[config.mk]
export PLATFORM = sky130hd
export DESIGN_NAME = stereo_ram_arbiter
export DESIGN_NICKNAME = d
export VERILOG_FILES = /design/src/rtl/stereo_arb_pkg.sv /design/src/rtl/stereo_arb_fifo.sv /design/src/rtl/stereo_ram_arbiter.sv
export SDC_FILE = /design/constraint.sdc
export NUM_CORES = 1
export LEC_CHECK = 0
export ABC_CLOCK_PERIOD_IN_PS = 10500
export BUFFER_PORTS_ARGS = -buffer_cell sky130_fd_sc_hd__buf_2
export CORE_ASPECT_RATIO = 0.5
export CORE_UTILIZATION = 50
export DETAILED_ROUTE_END_ITERATION = 6
export GPL_TIMING_DRIVEN = 0
export MAX_ROUTING_LAYER = met4
export PLACE_DENSITY = 0.65
export SLEW_MARGIN = 20
export SYNTH_ARGS = -nofsm -noshare
export SYNTH_HDL_FRONTEND = slang
export SYNTH_SLANG_ARGS = --single-unit
[constraint.sdc]
create_clock -name sys_clk -period 10.5 [get_ports sys_clk]
set_clock_uncertainty 0.15 [all_clocks]
set_input_delay 3.15 -clock sys_clk [delete_from_list [all_inputs] [get_ports sys_clk]]
set_output_delay 3.15 -clock sys_clk [all_outputs]
set_load 0.05 [all_outputs]
[src/rtl/stereo_arb_pkg.sv]
// Shared types and helpers for the stereo frame-buffer write arbiter.
// Entries carry a camera-relative address sized for the widest supported RAM (32-bit address).
package stereo_arb_pkg;

    localparam int CAM0           = 0;
    localparam int CAM1           = 1;
    localparam int CAM_ADDR_MAX_W = 30;
    localparam int PIX_W          = 32;

    typedef struct packed {
        logic                      bank;
        logic [CAM_ADDR_MAX_W-1:0] addr;
        logic [PIX_W-1:0]          data;
    } entry_t;

    // Builds {cam, bank, addr} for a RAM of addr_w bits; the caller truncates to addr_w.
    function automatic logic [31:0] map_addr(input logic                      cam,
                                             input logic                      bank,
                                             input logic [CAM_ADDR_MAX_W-1:0] addr,
                                             input int                        addr_w);
        logic [31:0] full_addr;
        full_addr = {2'b00, addr} & ((32'd1 << (addr_w - 2)) - 32'd1);
        full_addr = full_addr | (32'(cam) << (addr_w - 1)) | (32'(bank) << (addr_w - 2));
        return full_addr;
    endfunction

endpackage

[src/rtl/stereo_arb_fifo.sv]
// Synchronous FIFO with registered fill count; pop data is read combinationally from the head.
// Latency: a word pushed at edge N is visible on pop_dat after edge N.
// Backpressure: a push while full is ignored unless a pop frees the slot in the same cycle.
module stereo_arb_fifo #(
    parameter int DEPTH = 4,
    parameter int WIDTH = 8
) (
    input  logic             sys_clk,
    input  logic             reset_n,
    input  logic             push_vld,
    input  logic [WIDTH-1:0] push_dat,
    input  logic             pop_rdy,
    output logic [WIDTH-1:0] pop_dat,
    output logic             full,
    output logic             empty
);

    localparam int AW = (DEPTH > 1) ? $clog2(DEPTH) : 1;

    logic [WIDTH-1:0] mem [DEPTH];
    logic [AW:0]      wr_ptr;
    logic [AW:0]      rd_ptr;
    logic [AW:0]      count;
    logic             do_push;
    logic             do_pop;

    // Pointers run modulo 2*DEPTH so the extra MSB separates full from empty.
    assign full    = (wr_ptr[AW] != rd_ptr[AW]) && (wr_ptr[AW-1:0] == rd_ptr[AW-1:0]);
    assign empty   = (count == '0);
    assign do_pop  = pop_rdy && !empty;
    assign do_push = push_vld && (!full || do_pop);
    assign pop_dat = mem[rd_ptr[AW-1:0]];

    always_ff @(posedge sys_clk or negedge reset_n) begin
        if (!reset_n) begin
            wr_ptr <= '0;
            rd_ptr <= '0;
            count  <= '0;
        end else begin
            if (do_push) wr_ptr <= wr_ptr + 1'b1;
            if (do_pop)  rd_ptr <= rd_ptr + 1'b1;
            case ({do_push, do_pop})
                2'b10:   count <= count + 1'b1;
                2'b01:   count <= count - 1'b1;
                default: count <= count;
            endcase
        end
    end

    always_ff @(posedge sys_clk) begin
        if (do_push) mem[wr_ptr[AW-1:0]] <= push_dat;
    end

endmodule

[src/rtl/stereo_ram_arbiter.sv]
// Round-robin arbiter sharing one frame-buffer RAM write port between left/right MIPI receivers.
// Latency: push in cycle N reaches ram_we/ram_addr/ram_data in cycle N+2 when the path is idle.
// Backpressure: output held while ram_we && !ram_ready; full FIFO drops the word and sets ovf.
// STEREO_ARB_OVF_CNT_EN adds saturating per-camera drop counters ovf_cnt0/ovf_cnt1.
module stereo_ram_arbiter
    import stereo_arb_pkg::*;
#(
    parameter int ADDR_W     = 16,
    parameter int FIFO_DEPTH = 4
) (
    input  logic              sys_clk,
    input  logic              reset_n,
    input  logic              enable,
    input  logic [1:0]        cam_we,
    input  logic [ADDR_W-3:0] cam_addr0,
    input  logic [ADDR_W-3:0] cam_addr1,
    input  logic [31:0]       cam_data0,
    input  logic [31:0]       cam_data1,
    input  logic [1:0]        frame_start,
    input  logic              ram_ready,
    output logic              ram_we,
    output logic [ADDR_W-1:0] ram_addr,
    output logic [31:0]       ram_data,
    output logic [1:0]        disp_bank,
    output logic [1:0]        ovf
`ifdef STEREO_ARB_OVF_CNT_EN
    ,
    output logic [15:0]       ovf_cnt0,
    output logic [15:0]       ovf_cnt1
`endif
);

    localparam int ENTRY_W = $bits(entry_t);

    logic [ADDR_W-3:0] cam_addr [2];
    logic [31:0]       cam_data [2];
    entry_t            push_ent [2];
    entry_t            pop_ent  [2];
    entry_t            sel_ent;
    logic [1:0]        wr_bank;
    logic [1:0]        push_vld;
    logic [1:0]        fifo_full;
    logic [1:0]        fifo_empty;
    logic [1:0]        pop_rdy;
    logic [1:0]        drop;
    logic [1:0]        req;
    logic              out_free;
    logic              gnt_vld;
    logic              gnt_cam;
    logic              last_grant;

    assign cam_addr[CAM0] = cam_addr0;
    assign cam_addr[CAM1] = cam_addr1;
    assign cam_data[CAM0] = cam_data0;
    assign cam_data[CAM1] = cam_data1;

    for (genvar c = 0; c < 2; c++) begin : g_cam
        // Bank is sampled before any same-cycle frame_start toggle lands.
        assign push_vld[c] = cam_we[c] && enable;
        assign push_ent[c] = '{bank: wr_bank[c],
                               addr: CAM_ADDR_MAX_W'(cam_addr[c]),
                               data: cam_data[c]};
        assign drop[c]     = push_vld[c] && fifo_full[c] && !pop_rdy[c];

        stereo_arb_fifo #(
            .DEPTH (FIFO_DEPTH),
            .WIDTH (ENTRY_W)
        ) u_fifo (
            .sys_clk  (sys_clk),
            .reset_n  (reset_n),
            .push_vld (push_vld[c]),
            .push_dat (push_ent[c]),
            .pop_rdy  (pop_rdy[c]),
            .pop_dat  (pop_ent[c]),
            .full     (fifo_full[c]),
            .empty    (fifo_empty[c])
        );
    end

    assign req      = ~fifo_empty;
    assign out_free = !ram_we || ram_ready;

    always_comb begin
        gnt_vld = out_free && (req != 2'b00);
        gnt_cam = 1'b0;
        if (req == 2'b11) begin
            gnt_cam = ~last_grant;
        end else if (req[CAM1]) begin
            gnt_cam = 1'b1;
        end
        pop_rdy = 2'b00;
        if (gnt_vld) pop_rdy[gnt_cam] = 1'b1;
    end

    assign sel_ent   = pop_ent[gnt_cam];
    assign disp_bank = ~wr_bank;

    always_ff @(posedge sys_clk or negedge reset_n) begin
        if (!reset_n) begin
            ram_we     <= 1'b0;
            ram_addr   <= '0;
            ram_data   <= '0;
            last_grant <= 1'b1;
            wr_bank    <= 2'b00;
            ovf        <= 2'b00;
        end else begin
            wr_bank <= wr_bank ^ frame_start;
            ovf     <= ovf | drop;
            if (gnt_vld) begin
                ram_we     <= 1'b1;
                ram_addr   <= ADDR_W'(map_addr(gnt_cam, sel_ent.bank, sel_ent.addr, ADDR_W));
                ram_data   <= sel_ent.data;
                last_grant <= gnt_cam;
            end else if (ram_ready) begin
                ram_we <= 1'b0;
            end
        end
    end

`ifdef STEREO_ARB_OVF_CNT_EN
    always_ff @(posedge sys_clk or negedge reset_n) begin
        if (!reset_n) begin
            ovf_cnt0 <= '0;
            ovf_cnt1 <= '0;
        end else begin
            if (drop[CAM0] && ovf_cnt0 != 16'hFFFF) ovf_cnt0 <= ovf_cnt0 + 16'd1;
            if (drop[CAM1] && ovf_cnt1 != 16'hFFFF) ovf_cnt1 <= ovf_cnt1 + 16'd1;
        end
    end
`else
    // Drops are reported through the sticky ovf bits only.
`endif

endmodule
# Yosys cells after proc, flatten, opt, wreduce, memory -nomap -nowiden
# Memories as Yosys holds them, arrays and structs flattened.
# Cells that the tools add are included.
[totals]
reg_bits = 72
ramBits = 376
in_bits = 100
output_inout_bits = 53
n_memories = 2
[mem_list]
columns = ["name", "depth", "width", "rd", "rd_clocked_by_memory_dff", "write_ports", "line", "source"]
rows = [
  ["g_cam[0].u_fifo.mem", 4, 47, 1, 0, 1, "stereo_arb_fifo.sv:20", "logic [WIDTH-1:0] mem [DEPTH];"],
  ["g_cam[1].u_fifo.mem", 4, 47, 1, 0, 1, "stereo_arb_fifo.sv:20", ""],
]
[op_classes]
n_addsub = 8
magnitude_cmp = 3
eq_ne = 9
muxes = 16
bitwise = 8
n_reduce_logical = 30
[op_table]
columns = ["operator", "n"]
rows = [
  ["$mux W63", 3],
  ["$add A3 B1 Y3 const B", 6],
  ["$or A14 B16 Y16", 1],
  ["$or A16 B15 Y16", 1],
  ["$logic_and A1 B1 Y1", 14],
  ["$pmux W3 S2", 2],
  ["$mux W1", 9],
  ["$reduce_bool A2 Y1", 4],
  ["$logic_not A1 Y1", 7],
  ["$eq A2 B2 Y1 const B", 3],
  ["$logic_not A3 Y1", 2],
  ["$sub A3 B1 Y3 const B", 2],
  ["$eq A2 B1 Y1 const B", 2],
  ["$eq A2 B2 Y1", 2],
  ["$not A2 Y2", 2],
  ["$logic_or A1 B1 Y1", 3],
  ["$ge A2 B2 Y1 const B", 1],
  ["$lt A1 B2 Y1 const B", 1],
  ["$mux W2", 1],
  ["$ne A1 B1 Y1", 2],
  ["$not A1 Y2", 1],
  ["$or A2 B2 Y2", 1],
  ["$xor A2 B2 Y2", 1],
  ["$demux W1 S1", 1],
  ["other kinds (2)", 2],
]

# Depth between registers and ports, before layout
[logic_depth]
ltp_word = 14
mapped_depth = 10
mapped_depth_nobuf = 9

# Cells and area by module
# A second synthesis with hierarchy kept.
[unflattened]
hier_cells = 1070
hier_area_um2 = 22520.3
[modules_own_cells]
columns = ["mod", "n_inst", "cells_each", "area_each_um2"]
rows = [
  ["stereo_arb_fifo", 2, 385, 9864.5],
  ["stereo_ram_arbiter", 1, 300, 2791.4],
]

# Least setup slack after synthesis
# Ideal clock, no wire load.
[synth_timing]
kind = "in2reg"
from = "input ram_ready"
to = "memory g_cam[0].u_fifo.mem[3][0] (netlist name), enable pin"
setup_ps = 470
arrival_ps = 5876
path_slack_ps = 4003
stages = 3
n_path_buf = 0
path_cell_list = "nand2b_1 -> o211ai_2 -> a21oi_1"
[synth_via]
elab_chain_len = 8
[synth_lines]
columns = ["element", "line", "source"]
rows = [
  ["start, declared", "stereo_ram_arbiter.sv:20", "input logic ram_ready,"],
  ["$logic_or A1 B1 Y1", "stereo_ram_arbiter.sv:81", "assign out_free = !ram_we || ram_ready;"],
  ["$logic_and A1 B1 Y1", "stereo_ram_arbiter.sv:84", "gnt_vld = out_free && (req != 2'b00);"],
  ["$mux W2", "stereo_ram_arbiter.sv:92", "if (gnt_vld) pop_rdy[gnt_cam] = 1'b1;"],
  ["$logic_and A1 B1 Y1", "stereo_arb_fifo.sv:30", "assign do_pop = pop_rdy && !empty;"],
  ["$logic_or A1 B1 Y1", "stereo_arb_fifo.sv:31", "assign do_push = push_vld && (!full || do_pop);"],
  ["$logic_and A1 B1 Y1", "stereo_arb_fifo.sv:31", ""],
  ["$mux W1", "stereo_arb_fifo.sv:51", "if (do_push) mem[wr_ptr[AW-1:0]] <= push_dat;"],
  ["$mux W1 (not written as such)", "stereo_arb_fifo.sv:51", ""],
  ["end, declared", "stereo_arb_fifo.sv:20", ""],
]
# No other way between the ends.

# Worst setup path after layout
[layout_timing]
from = "input ram_ready"
to = "register g_cam[0].u_fifo.count[1]"
[layout_via]
elab_chain_len = 8
elab_cells_between_ends = 10
classes_between = "eq/ne: 2; mux: 2; reduce/logical: 6"
[layout_lines]
columns = ["element", "line", "source"]
rows = [
  ["$logic_or A1 B1 Y1 (*)", "stereo_ram_arbiter.sv:81", ""],
  ["$logic_and A1 B1 Y1 (*)", "stereo_ram_arbiter.sv:84", ""],
  ["$mux W2 (*)", "stereo_ram_arbiter.sv:92", ""],
  ["$logic_and A1 B1 Y1 (*)", "stereo_arb_fifo.sv:30", ""],
  ["via g_cam[0].u_fifo.do_pop", "stereo_arb_fifo.sv:25", "logic do_pop;"],
  ["$logic_or A1 B1 Y1", "stereo_arb_fifo.sv:31", ""],
  ["$logic_and A1 B1 Y1", "stereo_arb_fifo.sv:31", ""],
  ["$eq A2 B1 Y1 or $eq A2 B2 Y1 (tied branches)", "stereo_arb_fifo.sv:42", "case ({do_push, do_pop})"],
  ["$pmux W3 S2 or $reduce_bool A2 Y1 (tied branches)", "-", ""],
  ["end signal, assigned", "stereo_arb_fifo.sv:43", "2'b10: count <= count + 1'b1;"],
  ["end signal, assigned", "stereo_arb_fifo.sv:44", "2'b01: count <= count - 1'b1;"],
  ["end signal, assigned", "stereo_arb_fifo.sv:45", "default: count <= count;"],
  ["end, declared", "stereo_arb_fifo.sv:23", "logic [AW:0] count;"],
]
# Mark *: on every way through the listed nets, which the timed path passes. The rest lies on a longest branch.
# A chain may end at the register's enable or synchronous reset.

==> summary.md <==
| Metric | Value |
|---|---|
| H-tree Lvls | 2 |
| Max frequency | 192 MHz |
| CTS Root Cell | clkbuf_16 |
| Detailed Route Iter0 Violations | 693 |
| Synth top area share | 66.8% |
| Area delta synth->final | 17.3% |
| Via/cell ratio | 5.59 |
| Worst path max stage delay | 0.57 ns |
| Maxcap violations | 0 |
| Antenna-violating nets left | 0 |
| Port Buffers | 152 |
| Share of cells above drive strength 1 | 34.8% |
| Ranking of synthesized cells by area | edfxtp_1 67%, mux4_2 13%, dfrtp_1 11% |
| Commonest cells after routing, fill and taps aside | 376 x edfxtp_1, 164 x buf_2, 106 x nand2_1 |
| Pwr per Cell Area | about 290 nW/um^2 |
| CP startpoint kind | input port |
| NetSw | 1910 uW |
| Slew headroom | 37.5% |
| Critical Path AT | 5.50 ns |
| Row cnt | 47 |
| Final setup margin | 5.28 ns |
| TritonRoute pass-1 iters | 5 |
| Tot Pwr | 5700 uW |
| Initial antenna violation count | 4 |
| Internal | 3780 uW |
| Data required, critical path | 10.79 ns |
| Drt drc | 0 |
| Slowest-stage cell, CP | clkbuf_1 |
| RSZ-0062 raised after global routing | no |
| Area of the core | 33200 um^2 |
| Family with the most delay on the worst path | buffers and inverters |
| Leakage | just over 0.007 uW |
| First-pass GRT wire length | about 55000 um |
| Die Area | 34600 um^2 |
| Boundary Pins | roughly 150 |
| Status | finished clean |
| Clk slew on worst S/H paths | ~0.07 ns |
| Worst-Margin Slew | between 0.9 and 1 ns |
| Mapped Cells | 818 |
| CP bufs+invs | 3 |
| Layout Nets | about 1100 |
| Total clock sinks | 448 |
| Placed inst area | 18500 um^2 |
| VDD IR max | between 0.1 and 0.15 mV |
| Synthesized Nets | 931 |
| Count of final setup violators | 0 |
| Clock tree buffer depth | 3 |
| Remaining Overflow, GRT | 0 |
| Synth unique cells | 38 |
| Seq/Total Area, Yosys | 77.4% |
| CTS buffer count | 40 |
| Hold WC Path Type | reg2reg |
| Resize count post-CTS | 0 |
| Tcrit/Tclk final | about half |
| Comb pwr share | 32.4% |
| Hold Path Origin | ram_addr[11]$_DFFE_PN0P_ |
| WL/cell | 23.9 um |
| HPWL Detailed | 22900 um |
| Min Tclk post-route | 5.22 ns |
| DIE HEIGHT | 132 um |
| Die width | around 260 um |
| Critical path fanouts, max | 10 |
| Largest net degree at the start of global routing | 39 |
| Commonest non-fill, non-tap cell in the layout | edfxtp_1 |
| Vias | 8398 |
| Synthesized area | 16900 um^2 |
| Yosys warnings | 0 |
| Final Hold Violating Endpoints | 0 |
| Initial core utilization | between 50% and 60% |
| Crit end category | register |
| Fin Setup TNS | 0 ns |
| CP cell instances | buf_2 -> nand2b_1 -> o211ai_2 -> inv_2 -> clkbuf_1 -> ha_1 -> fa_1 -> mux2_2 |
| GPL Wtd Cong | 0.727 |
| CP Class | in2reg |
| Gr usage total | 22.4% |
| R2R Path Start | g_cam[0].u_fifo.count[0]$_DFFE_PN0P_ |
| Vias in the first global route | 8986 |
| Leading area contributor after synthesis | edfxtp_1 |
| Post-route cell area | 19800 um^2 |
| Reg power frac | 42.1% |
| TritonCTS clock tree | built |
| Worst slack, placed | between 4 and 5 ns |
| Slew Limit Fails | 0 |
| Drt total wl | 35900 um |
| Critical Path Source | ram_ready |
| Switching Fraction | 33.6% |
| Syn avg cell area | 20.7 um^2 |
| Clock power frac | 25.5% |
| Post-CTS Hold Buffers | 0 |
| Latest clock arrival within the worst-skew pair | 0.55 ns |
| FF+latch count, synth | about 450 |
| Post-CTS Repair Setup Buffers | 0 |
==> stage by stage <==
step | hold slack, ns | util, % | cells
2_1_floorplan | 0.309 | - | 818
3_3_place_gp | 0.296 | 55.0 | 1411
3_5_place_dp | 0.300 | 55.9 | 1425
4_1_cts | 0.314 | 59.8 | 1499
5_1_grt | 0.334 | 59.8 | 1503
6_report | 0.309 | 59.8 | 1503
==> cells by family (layout without fill, tap and decap cells) <==
kind of cell / after synthesis / count (layout) / share of synthesized area [%]
AOI/OAI and AO/OA: 62 / 62 / 3.05
xor gates and xnor gates: 21 / 21 / 1.09
adders and majority gates: 13 / 13 / 1.05
buffers and inverters: 50 / 290 / 1.52
DFF: 448 / 448 / 77.4
muxes: 98 / 98 / 12.8
other: 0 / 4 / 0
and+or+nand+nor: 126 / 126 / 3.10
==> power by group through the flow <==
stage | sequential [uW] | combinational (uW) | clock, uW
final | 2400 | 1850 | 1450
after global routing | 2430 | 1980 | 1540
after CTS | 2400 | 1880 | 1470
after detailed placement | 2440 | 1870 | 0
after global placement | 2440 | 1790 | 0
after floorplan | 2740 | 1000 | 0
==> path summary, 6_finish.rpt <==
path                                                         to  slack, ns  depth (start not counted)
min in group asynchronous               ram_data[6]$_DFFE_PN0P_       2.46                          1
min reg2reg                            ram_addr[11]$_DFFE_PN0P_       0.31                          2
max                        g_cam[0].u_fifo.count[1]$_DFFE_PN0P_       5.28                          8
max in group asynchronous               ram_addr[2]$_DFFE_PN0P_       7.07                          2
min                                    ram_addr[11]$_DFFE_PN0P_       0.31                          2
max reg2reg                g_cam[0].u_fifo.count[2]$_DFFE_PN0P_       7.49                          9
==> registers in the layout, summed over array words and instances, names as in the netlist <==
signal	count
g_cam.u_fifo.mem	376
ram_data	32
ram_addr	16
g_cam.u_fifo.count	6
g_cam.u_fifo.rd_ptr	6
g_cam.u_fifo.wr_ptr	6
ovf	2
wr_bank	2
last_grant	1
ram_we	1
==> area by class of cell <==
cell class | instances | area (um^2)
Buffer | 38 | 211
Sequential cell | 448 | 13100
Inverter | 12 | 45.0
Clock buffer | 57 | 1160
Fill cell | 2504 | 13300
Tap cell | 441 | 552
Multi-Input combinational cell | 320 | 3600
Antenna cell | 4 | 10.0
Clock inverter | 17 | 144
Timing Repair Buffer | 166 | 1030
==> tightest hold or removal path, delay by kind of cell (launching register included) <==
kind             cells  cell delay [ns]
AND/OR/NAND/NOR      2             0.09
flip-flops           1             0.34
==> routing by layer <==
layer  track usage (%)  share of wire (%)  up-vias
li1                  -                  -     3690
met1              31.3                 45     4476
met2              34.8                 50      194
met3              3.86                4.2       38
met4              5.14                1.4        0
met5                 -                  0        -
==> Yosys cell counts <==
cell type	instances
o21ai_1	1
nand2b_1	1
a211oi_1	2
a22oi_2	9
a41o_1	1
mux2_1	1
a211oi_2	1
buf_2	13
dfrtp_1	71
inv_2	1
xor2_1	8
inv_1	11
or3_4	2
nor2_1	2
clkbuf_1	13
and3_1	3
o211ai_2	1
buf_4	2
o31ai_2	1
dfstp_2	1
buf_1	4
edfxtp_1	376
a21oi_2	1
ha_1	11
nor3_1	2
mux4_2	94
a22oi_1	39
mux2_2	3
fa_1	2
nand2_1	106
buf_6	6
a21o_1	1
nand3_1	3
and2_1	6
a31oi_1	2
a21oi_1	3
and4_1	1
xnor2_1	13
Power figures use the tool's default switching activity.
